<file path="config.mk">
export PLATFORM = sky130hd
export DESIGN_NAME = hsv_core_commit
export DESIGN_NICKNAME = d
export VERILOG_FILES = /design/src/rtl/hsv_core_commit.sv
export SDC_FILE = /design/constraint.sdc
export NUM_CORES = 1
export LEC_CHECK = 0
export CAP_MARGIN = 0
export CORE_ASPECT_RATIO = 0.7
export CORE_MARGIN = 3
export CORE_UTILIZATION = 36
export CTS_CLUSTER_DIAMETER = 40
export CTS_CLUSTER_SIZE = 8
export DETAILED_ROUTE_END_ITERATION = 16
export PLACE_DENSITY = 0.93
export SYNTH_ARGS = -nofsm -noshare
export SYNTH_HDL_FRONTEND = slang
export SYNTH_SLANG_ARGS = --single-unit
</file>
<file path="constraint.sdc">
create_clock -name clk_core -period 2.3 [get_ports clk_core]
set_input_delay 0.23 -clock clk_core [delete_from_list [all_inputs] [get_ports clk_core]]
set_output_delay 0.23 -clock clk_core [all_outputs]
set_load 0.01 [all_outputs]
</file>
<file path="src/rtl/hsv_core_commit.sv">
// Commit/writeback stage: round-robin accept of four unit results, registered RF write,
// flush handshake. Optional retired-instruction counter under HSV_COMMIT_RETIRE_COUNT_EN.
module hsv_core_commit (
    input  logic        clk_core,
    input  logic        rst_core,
    input  logic        flush_req,
    output logic        flush_ack,

    input  logic        alu_valid_i,
    output logic        alu_ready_o,
    input  logic [4:0]  alu_rd_addr,
    input  logic [31:0] alu_rd_data,
    input  logic        alu_rd_we,

    input  logic        branch_valid_i,
    output logic        branch_ready_o,
    input  logic [4:0]  branch_rd_addr,
    input  logic [31:0] branch_rd_data,
    input  logic        branch_rd_we,

    input  logic        ctrl_status_valid_i,
    output logic        ctrl_status_ready_o,
    input  logic [4:0]  ctrl_status_rd_addr,
    input  logic [31:0] ctrl_status_rd_data,
    input  logic        ctrl_status_rd_we,

    input  logic        mem_valid_i,
    output logic        mem_ready_o,
    input  logic [4:0]  mem_rd_addr,
    input  logic [31:0] mem_rd_data,
    input  logic        mem_rd_we,

    output logic [4:0]  wr_addr,
    output logic [31:0] wr_data,
    output logic        wr_en,
    output logic [63:0] retire_count
);
    localparam logic [1:0] RUN  = 2'd0;
    localparam logic [1:0] DROP = 2'd1;
    localparam logic [1:0] ACK  = 2'd2;

    logic [1:0]  state_q, state_d;
    logic [1:0]  ptr_q;
    logic [3:0]  valid;
    logic [3:0]  ready;
    logic [4:0]  addr_in [4];
    logic [31:0] data_in [4];
    logic [3:0]  we_in;
    logic [1:0]  grant_idx;
    logic [1:0]  cand;
    logic        grant_vld;
    logic        accept;
    logic [4:0]  wr_addr_q;
    logic [31:0] wr_data_q;
    logic        wr_en_q;

    assign valid      = {mem_valid_i, ctrl_status_valid_i, branch_valid_i, alu_valid_i};
    assign we_in      = {mem_rd_we, ctrl_status_rd_we, branch_rd_we, alu_rd_we};
    assign addr_in[0] = alu_rd_addr;
    assign addr_in[1] = branch_rd_addr;
    assign addr_in[2] = ctrl_status_rd_addr;
    assign addr_in[3] = mem_rd_addr;
    assign data_in[0] = alu_rd_data;
    assign data_in[1] = branch_rd_data;
    assign data_in[2] = ctrl_status_rd_data;
    assign data_in[3] = mem_rd_data;

    // Scan from the highest offset down so the unit closest to the pointer wins.
    always_comb begin
        grant_idx = ptr_q;
        grant_vld = 1'b0;
        cand      = ptr_q;
        for (int k = 3; k >= 0; k--) begin
            cand = ptr_q + 2'(k);
            if (valid[cand]) begin
                grant_idx = cand;
                grant_vld = 1'b1;
            end
        end
    end

    always_comb begin
        ready = 4'b0000;
        if (!rst_core) begin
            case (state_q)
                RUN: if (!flush_req && grant_vld) ready[grant_idx] = 1'b1;
                DROP, ACK: ready = 4'b1111;
                default: ready = 4'b0000;
            endcase
        end
    end

    assign alu_ready_o         = ready[0];
    assign branch_ready_o      = ready[1];
    assign ctrl_status_ready_o = ready[2];
    assign mem_ready_o         = ready[3];

    assign accept = (state_q == RUN) && !flush_req && grant_vld;

    always_comb begin
        state_d = state_q;
        case (state_q)
            RUN:     if (flush_req) state_d = DROP;
            DROP:    state_d = ACK;
            ACK:     if (!flush_req) state_d = RUN;
            default: state_d = RUN;
        endcase
    end

    always_ff @(posedge clk_core) begin
        if (rst_core) begin
            state_q   <= RUN;
            ptr_q     <= 2'd0;
            wr_en_q   <= 1'b0;
            wr_addr_q <= 5'd0;
            wr_data_q <= 32'd0;
        end else begin
            state_q <= state_d;
            wr_en_q <= 1'b0;
            if (accept) begin
                ptr_q     <= grant_idx + 2'd1;
                wr_en_q   <= we_in[grant_idx] && (addr_in[grant_idx] != 5'd0);
                wr_addr_q <= addr_in[grant_idx];
                wr_data_q <= data_in[grant_idx];
            end
        end
    end

    assign wr_en     = wr_en_q;
    assign wr_addr   = wr_addr_q;
    assign wr_data   = wr_data_q;
    assign flush_ack = (state_q == ACK);

`ifdef HSV_COMMIT_RETIRE_COUNT_EN
    logic [63:0] retire_q;

    always_ff @(posedge clk_core) begin
        if (rst_core) begin
            retire_q <= 64'd0;
        end else if (accept) begin
            retire_q <= retire_q + 64'd1;
        end
    end

    assign retire_count = retire_q;
`else
    assign retire_count = 64'd0;
`endif

endmodule
</file>
==> impl_metrics.yaml, run 1 <==
finish:
  multi_input_area_sq_um: 2460
  final_nets: 838
  seq_area_sq_um: 842
  num_antenna_cells: 0
  syn2layout_area_growth_pct: 59.4
  drive_above_1_share: 0.0814
  fin_cells: 804
  utilization: 0.603
  fillers: 803
  fin_area_sq_um: 6000
clock_network:
  h-tree-depth: 2
  cts_root_buf: "clkbuf_16"
  cts.path.max_buffers: 2
  cts_tree: "done"
  clk_latency_ns: 0.28
  numCtsBuffers: 5
  cts.sinks: 42
  holdBufCountCts: 0
  clk_pin_slew_ns: 0.06
die:
  row_count: 30
  coreArea_sq_um: 9950
  initial_core_util: 0.378
  dieWidth_um: 128
  die_h_um: 91.5
  ioPinCount: 266
  dieArea_sq_um: 11700
placed_design:
  portBuffers: 201
  dp.cells: 794
  hpwl_um: 10300
  dpl-instance-area_sq_um: 5790
  finalWeightedCongestion: 0.920
  post-place-ws_ns: -0.258
hold_path:
  worstHoldPathType: "flop to flop"
timing:
  fmax_mhz: 447
  setup_violations: 0
  min_period_ns: 2.24
  rsz0062_at_grt: "yes"
  setup_ws_ns: 0.0631
  final_max_slew_viol_count: 0
  fin_crit_sh: 0.973
  skew_ns: 0.00621
  hold_viol: 0
drt:
  initialDrtViolationCount: 124
  wl_per_cell_um: 16.8
  vias: 4172
  wl_um: 13500
  ant_nets: 0
  first_pass_iters: 4
  drc: 0
  routed_via_density: 5.19
global_route:
  grt_pass1_vias: 4226
  grt_antenna_before_repair: 0
  grt_max_degree: 72
  grt_pass1_wl_um: 20800
  grtUsageTotal: 0.218
  gr-total-overflow: 0
synthesis:
  synth.largest_area_cell: "dfxtp_1"
  ys.flop_type: "dfxtp_1"
  syn-cell-area_sq_um: 3760
  netlist_top_cells_count: "nand2_1, buf_4, dfxtp_1"
  yosys_warnings: 0
  synth_cells: 479
  synth_xor_area_frac: 0
  synth-adder-area-share: 0.0133
  synthMuxAreaShare: 0.00565
  synthMostInstantiatedCell: "nand2_1"
  synth_edf_count: 0
  async_flop_share: 0
  synth_top_family_by_area: "compound AO/OA/AOI/OAI gates"
  synth_seq_cells: 42
  syn_area_per_cell_sq_um: 7.85
  synth-seq-area-share: 0.223
  netlist_top_cells_area: "dfxtp_1, buf_4, o21ba_1"
  synthSimpleGateAreaFrac: 0.182
  ys_types: 41
  synth-compound-area-share: 0.381
  synth.top_cell.area_share: 0.223
status:
  status: "finished, final reports clean"
power:
  vdd_ir_drop_max_mv: 0.314
  power.density_nw_per_um2: 541
  p_leak_nw: 2.62
  p_total_mw: 3.25
flow_run:
  cap_violations: 0
worst_setup_path:
  worstPathArrival_ns: 2.01
  cp-end-kind: "output port"
  critical_path_required_ns: 2.07
  crit_path_start_kind: "input pin"
  worstSetupPathType: "input pin to output port"
  critPathMaxFanout: 5
-- worst paths after layout --
path                                         startpoint                       to  slack [ns]  cells past startpoint
worst min register to register  wr_addr[0]$_SDFFE_PP0P_  wr_addr[0]$_SDFFE_PP0P_        0.48                      2
worst max-delay path                        mem_valid_i              alu_ready_o        0.06                      7
worst max register to register    ptr_q[1]$_SDFFE_PP0P_  wr_data[6]$_SDFFE_PP0P_        0.20                      8
worst min-delay path            wr_addr[0]$_SDFFE_PP0P_  wr_addr[0]$_SDFFE_PP0P_        0.48                      2
-- flip-flops by register name, indices dropped and copies added (netlist names) --
| signal | cells |
|---|---|
| state_q | 2 |
| wr_en | 1 |
| ptr_q | 2 |
| wr_addr | 5 |
| wr_data | 32 |
-- critical path, stage by stage --
cell and delay, ns:
clkdlybuf4s50_1 0.46, buf_4 0.19, o41a_1 0.42, buf_4 0.16, a31oi_1 0.17, nor3_1 0.06
dlygate4sd2_1 0.30
-- final cells by class --
type / count / area share
Inverter: 11 / 0.00688
Sequential cell: 42 / 0.140
Timing Repair Buffer: 236 / 0.388
Clock buffer: 8 / 0.0277
Multi-Input combinational cell: 379 / 0.411
Tap cell: 128 / 0.0267
-- stage by stage --
stage | hold slack (ns) | setup TNS (ns)
after detailed placement | 0.465 | -7.41
after global placement | 0.444 | -4.15
after global routing | 0.499 | -0.0919
after CTS | 0.476 | 0
final | 0.475 | 0
after floorplan | 0.390 | 0
-- cell families (layout without fill, tap and decap cells) --
family                   Yosys count  count (layout)
multiplexers                       2               2
AND/OR/NAND/NOR                  140             140
buffers and inverters            121             255
AO/OA/AOI/OAI                    169             169
adder cells (fa/ha/maj)            4               4
other                              1              64
flip-flops                        42              42
-- cells in the final DEF, fill, tap and decap left out, drive strengths merged, types with 2 or more instances in the layout --
| cell type | instances |
|---|---|
| o211ai | 10 |
| a22oi | 2 |
| a31oi | 7 |
| nor2b | 5 |
| clkdlybuf4s50 | 195 |
| a311oi | 33 |
| nand4 | 9 |
| o31a | 33 |
| nand2 | 70 |
| buf | 35 |
| o21ai | 3 |
| a21oi | 5 |
| a211o | 2 |
| nor3 | 6 |
| nand3 | 3 |
| nor2 | 8 |
| o21ba | 33 |
| a211oi | 35 |
| dfxtp | 42 |
| o21a | 2 |
| and2 | 35 |
| clkbuf | 8 |
| dlygate4sd2 | 4 |
| conb | 64 |
| inv | 11 |
| ha | 4 |
-- routing by layer --
metal / vias up / routed length, um / track usage
li1: 2018 / - / -
met1: 1932 / 5210 / 0.249
met2: 195 / 6540 / 0.378
met3: 27 / 1460 / 0.0823
met4: 0 / 293 / 0.0618
met5: - / 0 / 0
-- what timing repair did --
action	4_1_cts	5_1_grt
setup endpoints to repair	4	22
setup buffers	1	1
gates resized for setup	8	7
-- report_power, final --
part	switching, mW	total, mW	internal (mW)	leakage, nW
Combinational	0.777	1.59	0.814	2.19
Clock	0.292	0.784	0.492	0.0832
Sequential	0.0525	0.872	0.820	0.345
Total	1.12	3.25	2.13	2.62
No activity file was read; power rests on OpenSTA's default activity.
==> inputs of run 2 (changes only) <==
CELL_PAD_IN_SITES_DETAIL_PLACEMENT = 1   (was unset)
CELL_PAD_IN_SITES_GLOBAL_PLACEMENT = 1   (was unset)
CORE_UTILIZATION = 24   (was 36)
PLACE_DENSITY = 0.92   (was 0.93)
==> run 2 against run 1 <==
Total power up 2.9%. Design area rose by 4.0%. Hold slack worse by 0.0065 ns. Sequential cell count is the same. First-iteration DRC count grew 77%. Via count up 2.5%. Maximum frequency is 0.29% higher. Critical path depth rose by 4. Clock power fell by 6.3%. Clock skew is 0.0023 ns higher. Critical path type is now input pin to flop.
==> impl_metrics.yaml, run 2 (synthesis gave the netlist of run 1 again) <==
status:
  status: "finished, final reports clean"
worst_setup_path:
  critical_path_required_ns: 2.53
  path_common_cell: "buf_4"
  worstPathArrival_ns: 2.47
  slowest_stage: "clkdlybuf4s50_1"
  worstSetupPathType: "input pin to flop"
  cp-end-kind: "flop"
  cp-startpoint: "branch_valid_i"
  crit_buf_inv: 5
  critPathMaxFanout: 11
  r2r-start: "ptr_q[0]$_SDFFE_PP0P_"
  critPathTopFamily: "buffers and inverters"
  crit_path_start_kind: "input pin"
  path_cells: "clkdlybuf4s50_1 -> nor2b_1 -> o21ba_2 -> nor3_4 -> buf_4 -> buf_4 -> buf_4 -> buf_4 -> a211oi_1 -> a311oi_1 -> o21ba_1"
  cpPeakStageDelay_ns: 0.53
timing:
  fin_crit_sh: 0.970
  setup_violations: 0
  fmax_mhz: 448
  min_period_ns: 2.23
  finalSetupTns_ns: 0
  setup_ws_ns: 0.0696
  final_max_slew_viol_count: 0
  hold_viol: 0
  skew_ns: 0.00846
global_route:
  gr-total-overflow: 0
  grt_pass1_wl_um: 24700
  grtUsageTotal: 0.177
  grt_max_degree: 43
  grt_antenna_before_repair: 0
  grt_pass1_vias: 4535
placed_design:
  finalWeightedCongestion: 0.798
  post-place-ws_ns: -0.407
  hpwl_um: 13000
  portBuffers: 201
clock_network:
  h-tree-depth: 2
  cts_tree: "done"
  clk_latency_ns: 0.29
  cts.sinks: 42
  numCtsBuffers: 5
  holdBufCountCts: 0
  cts_root_buf: "clkbuf_16"
  clk_pin_slew_ns: 0.07
  cts.path.max_buffers: 2
finish:
  layout_common_cells: "clkdlybuf4s50_1, nand2_1, conb_1"
  fillers: 1804
  largest_reg_flops: 32
  final_nets: 853
  drive_above_1_share: 0.116
  final_common_cell: "clkdlybuf4s50_1"
  syn2layout_area_growth_pct: 65.7
  num_antenna_cells: 0
flow_run:
  cap_violations: 0
die:
  dieArea_sq_um: 17200
  initial_core_util: 0.251
  coreArea_sq_um: 15000
  row_count: 37
  ioPinCount: 266
  die_h_um: 111
  dieWidth_um: 156
power:
  power.density_nw_per_um2: 536
  p_leak_nw: 2.71
  vdd_ir_drop_max_mv: 0.259
drt:
  wl_um: 16200
  ant_nets: 0
  wl_per_cell_um: 18.3
  routed_via_density: 4.83
  vias: 4277
  initialDrtViolationCount: 219
  first_pass_iters: 4
  drc: 0
hold_path:
  worstHoldPathType: "flop to flop"
  hp-start: "wr_addr[3]$_SDFFE_PP0P_"
run 2: cell count changes in the layout (fill, tap and decap cells not counted), moves of 3 or more:
cell           change
a211oi_1           -4
a211oi_2           +4
buf_12             +4
buf_4             +14
dlygate4sd2_1      -3
clkbuf_2           +3
run 2: worst reg2reg max path: cells and delay by family (launching register included):
kind | cells | cell delay, ns
AO/OA/AOI/OAI | 4 | 0.86
flip-flops | 1 | 0.36
buffers and inverters | 5 | 0.78
AND/OR/NAND/NOR | 1 | 0.09
run 2: power by group:
part           leakage (nW)  switching, mW  internal (mW)
logic                  2.29          0.852          0.886
clock network        0.0739          0.303          0.431
registers             0.345         0.0514          0.819
total                  2.71           1.21           2.14
run 2: what timing repair did:
| action | CTS | global route |
|---|---|---|
| endpoints found under the setup margin | 5 | 20 |
| buffers inserted | 4 | 1 |
| pin swaps | 2 | 3 |
| gates resized for setup | 14 | 16 |
| endpoints found under the hold margin | 0 | 0 |
run 2: layout make-up:
cell class	count	area (sq um)	share of cell area
clock buffer	7	143	0.0229
clock inverter	1	5.00	0.000803
inverter	11	41.3	0.00662
multi-input combinational	379	2500	0.401
sequential	42	841	0.135
tap	195	244	0.0391
timing repair buffer	251	2460	0.394
run 2: routing by layer:
layer	GRT usage	routed length [um]
met1	0.218	6970
met2	0.308	7780
met3	0.0519	1340
met4	0.0327	129
met5	0	0
run 2: metrics by stage:
step	std cells	area [sq um]	power (mW)	util	hold WS (ns)
after floorplan	542	4000	1.80	-	0.390
after global placement	873	6020	2.52	0.401	0.443
after detailed placement	873	6020	2.58	0.401	0.457
after CTS	885	6220	3.36	0.414	0.470
after global routing	886	6240	3.57	0.416	0.494
final	886	6240	3.34	0.416	0.469
run 2: worst paths after layout:
check | end | depth (start not counted) | slack [ns]
hold / removal | wr_addr[3]$_SDFFE_PP0P_ | 2 | 0.47
setup reg to reg | wr_data[23]$_SDFFE_PP0P_ | 10 | 0.09
setup / recovery | wr_data[1]$_SDFFE_PP0P_ | 11 | 0.07
hold reg to reg | wr_addr[3]$_SDFFE_PP0P_ | 2 | 0.47
==> inputs of run 3 (changes only) <==
CORE_MARGIN = 2   (was 3)
SETUP_SLACK_MARGIN = 0.15   (was unset)
clock period = 2.5 ns   (was 2.3 ns; I/O delays follow)
==> run 3 against run 2 <==
Cell count rose by 0.34%. Combinational power fell by 10%. Global-route usage rose by 0.33 points. Total power fell by 9.2%. Design area fell by 0.92%. Setup slack improved by 0.18 ns. Die area fell by 3.1%. Sequential share of layout area rose by 0.13 points. Critical path depth fell by 2. Via count rose by 0.91%. Largest cell class unchanged.
==> impl_metrics.yaml, run 3 (synthesis gave the netlist of run 1 again) <==
clock_network:
  holdBufCountCts: 0
  cts.path.max_buffers: 2
  clk_latency_ns: 0.28
  cts.sinks: 42
  cts_root_buf: "clkbuf_16"
  numCtsBuffers: 5
  clk_pin_slew_ns: 0.06
  cts_tree: "done"
  h-tree-depth: 2
power:
  power.share.switching: 0.359
  power.density_nw_per_um2: 491
  p_leak_nw: 2.67
  vdd_ir_drop_max_mv: 0.195
  p_total_mw: 3.03
  power.switching_mw: 1.09
  p_int_mw: 1.94
  clock_power_share: 0.221
  power_frac_seq: 0.264
  p_comb_frac: 0.515
placed_design:
  finalWeightedCongestion: 0.834
  hpwl_um: 12100
  portBuffers: 201
  dp.cells: 877
  dpl-instance-area_sq_um: 5970
timing:
  fin_crit_sh: 0.902
  fmax_mhz: 443
  hold_viol: 0
  final_max_slew_viol_count: 0
  finalSetupTns_ns: 0
  rsz0062_at_grt: "yes"
  min_period_ns: 2.26
  setup_violations: 0
  skew_ns: 0.00347
status:
  status: "finished, final reports clean"
drt:
  first_pass_iters: 4
  wl_um: 15700
  routed_via_density: 4.85
  ant_nets: 0
  initialDrtViolationCount: 229
  drc: 0
  vias: 4316
  wl_per_cell_um: 17.7
finish:
  syn2layout_area_growth_pct: 64.2
  final_common_cell: "clkdlybuf4s50_1"
  utilization: 0.401
  final_nets: 851
  fillers: 1875
  drive_above_1_share: 0.109
  largest_reg_flops: 32
  num_antenna_cells: 0
  layout_common_cells: "clkdlybuf4s50_1, nand2_1, conb_1"
  fin_cells: 889
  fin_area_sq_um: 6180
flow_run:
  cap_violations: 0
global_route:
  grt_antenna_before_repair: 0
  grt_pass1_vias: 4413
  gr-total-overflow: 0
  grt_max_degree: 72
  grtUsageTotal: 0.180
  grt_pass1_wl_um: 23900
hold_path:
  worstHoldPathType: "flop to flop"
worst_setup_path:
  worstSetupPathType: "flop to flop"
  worstPathArrival_ns: 2.48
  critPathMaxFanout: 19
  crit_path_start_kind: "flop"
  critical_path_required_ns: 2.73
  cp-end-kind: "flop"
die:
  ioPinCount: 266
  row_count: 38
  dieArea_sq_um: 16700
  coreArea_sq_um: 15400
  dieWidth_um: 154
  initial_core_util: 0.244
  die_h_um: 109
-- run 3: cell count changes in the layout (fill, tap and decap cells not counted), sizes merged --
cell | previous run | this run
clkdlybuf4s50 | 194 | 195
clkdlybuf4s15 | 0 | 1
buf | 51 | 48
clkbuf | 10 | 9
-- run 3: critical path, cell delays in order, from the launching register on --
cell	delay [ns]
dfxtp_1	0.50
nor2b_2	0.11
o21ba_2	0.28
nor3_4	0.23
buf_4	0.18
buf_6	0.19
buf_4	0.15
a211oi_1	0.07
a311oi_1	0.31
o21ba_1	0.17
-- run 3: stage by stage --
step	hold slack (ns)	setup slack, ns
floorplan	0.410	0.438
global placement	0.443	-0.108
detailed placement	0.458	-0.181
CTS	0.471	0.0945
global route	0.503	0.127
finish	0.467	0.245
-- run 3: area by class of cell --
cell class	instances	area, sq um	area share
Multi-Input combinational cell	379	2480	0.402
Timing Repair Buffer	249	2410	0.391
Sequential cell	42	841	0.136
Tap cell	200	250	0.0405
Clock buffer	7	143	0.0231
Inverter	11	41.3	0.00668
Clock inverter	1	5.00	0.000810
-- run 3: final timing paths --
check                          start                      end  slack, ns  depth (start not counted)
min reg2reg  wr_addr[3]$_SDFFE_PP0P_  wr_addr[3]$_SDFFE_PP0P_       0.47                          2
max            ptr_q[0]$_SDFFE_PP0P_  wr_data[7]$_SDFFE_PP0P_       0.24                          9
max reg2reg    ptr_q[0]$_SDFFE_PP0P_  wr_data[7]$_SDFFE_PP0P_       0.24                          9
min          wr_addr[3]$_SDFFE_PP0P_  wr_addr[3]$_SDFFE_PP0P_       0.47                          2
-- run 3: per-layer routing --
metal,global-route usage,vias to the layer above,share of wire
met1,0.221,2082,0.43
met5,0,-,0
met3,0.0560,13,0.095
li1,-,2037,-
met4,0.0301,0,0.0080
met2,0.318,184,0.47
-- run 3: timing repair --
item | in CTS | in global routing
setup buffers | 3 | 1
resized for setup | 7 | 16
hold endpoints to repair | 0 | 0
endpoints found under the setup margin | 4 | 31
pin swaps | 1 | 1
cloned | 0 | 0
-- run 3: power by group through the flow --
stage          registers (mW)  clock network, mW  logic (mW)
5_1_grt                 0.813              0.740        1.69
2_1_floorplan           0.840                  0       0.813
3_3_place_gp            0.808                  0        1.49
4_1_cts                 0.801              0.714        1.54
6_report                0.801              0.671        1.56
3_5_place_dp            0.815                  0        1.53
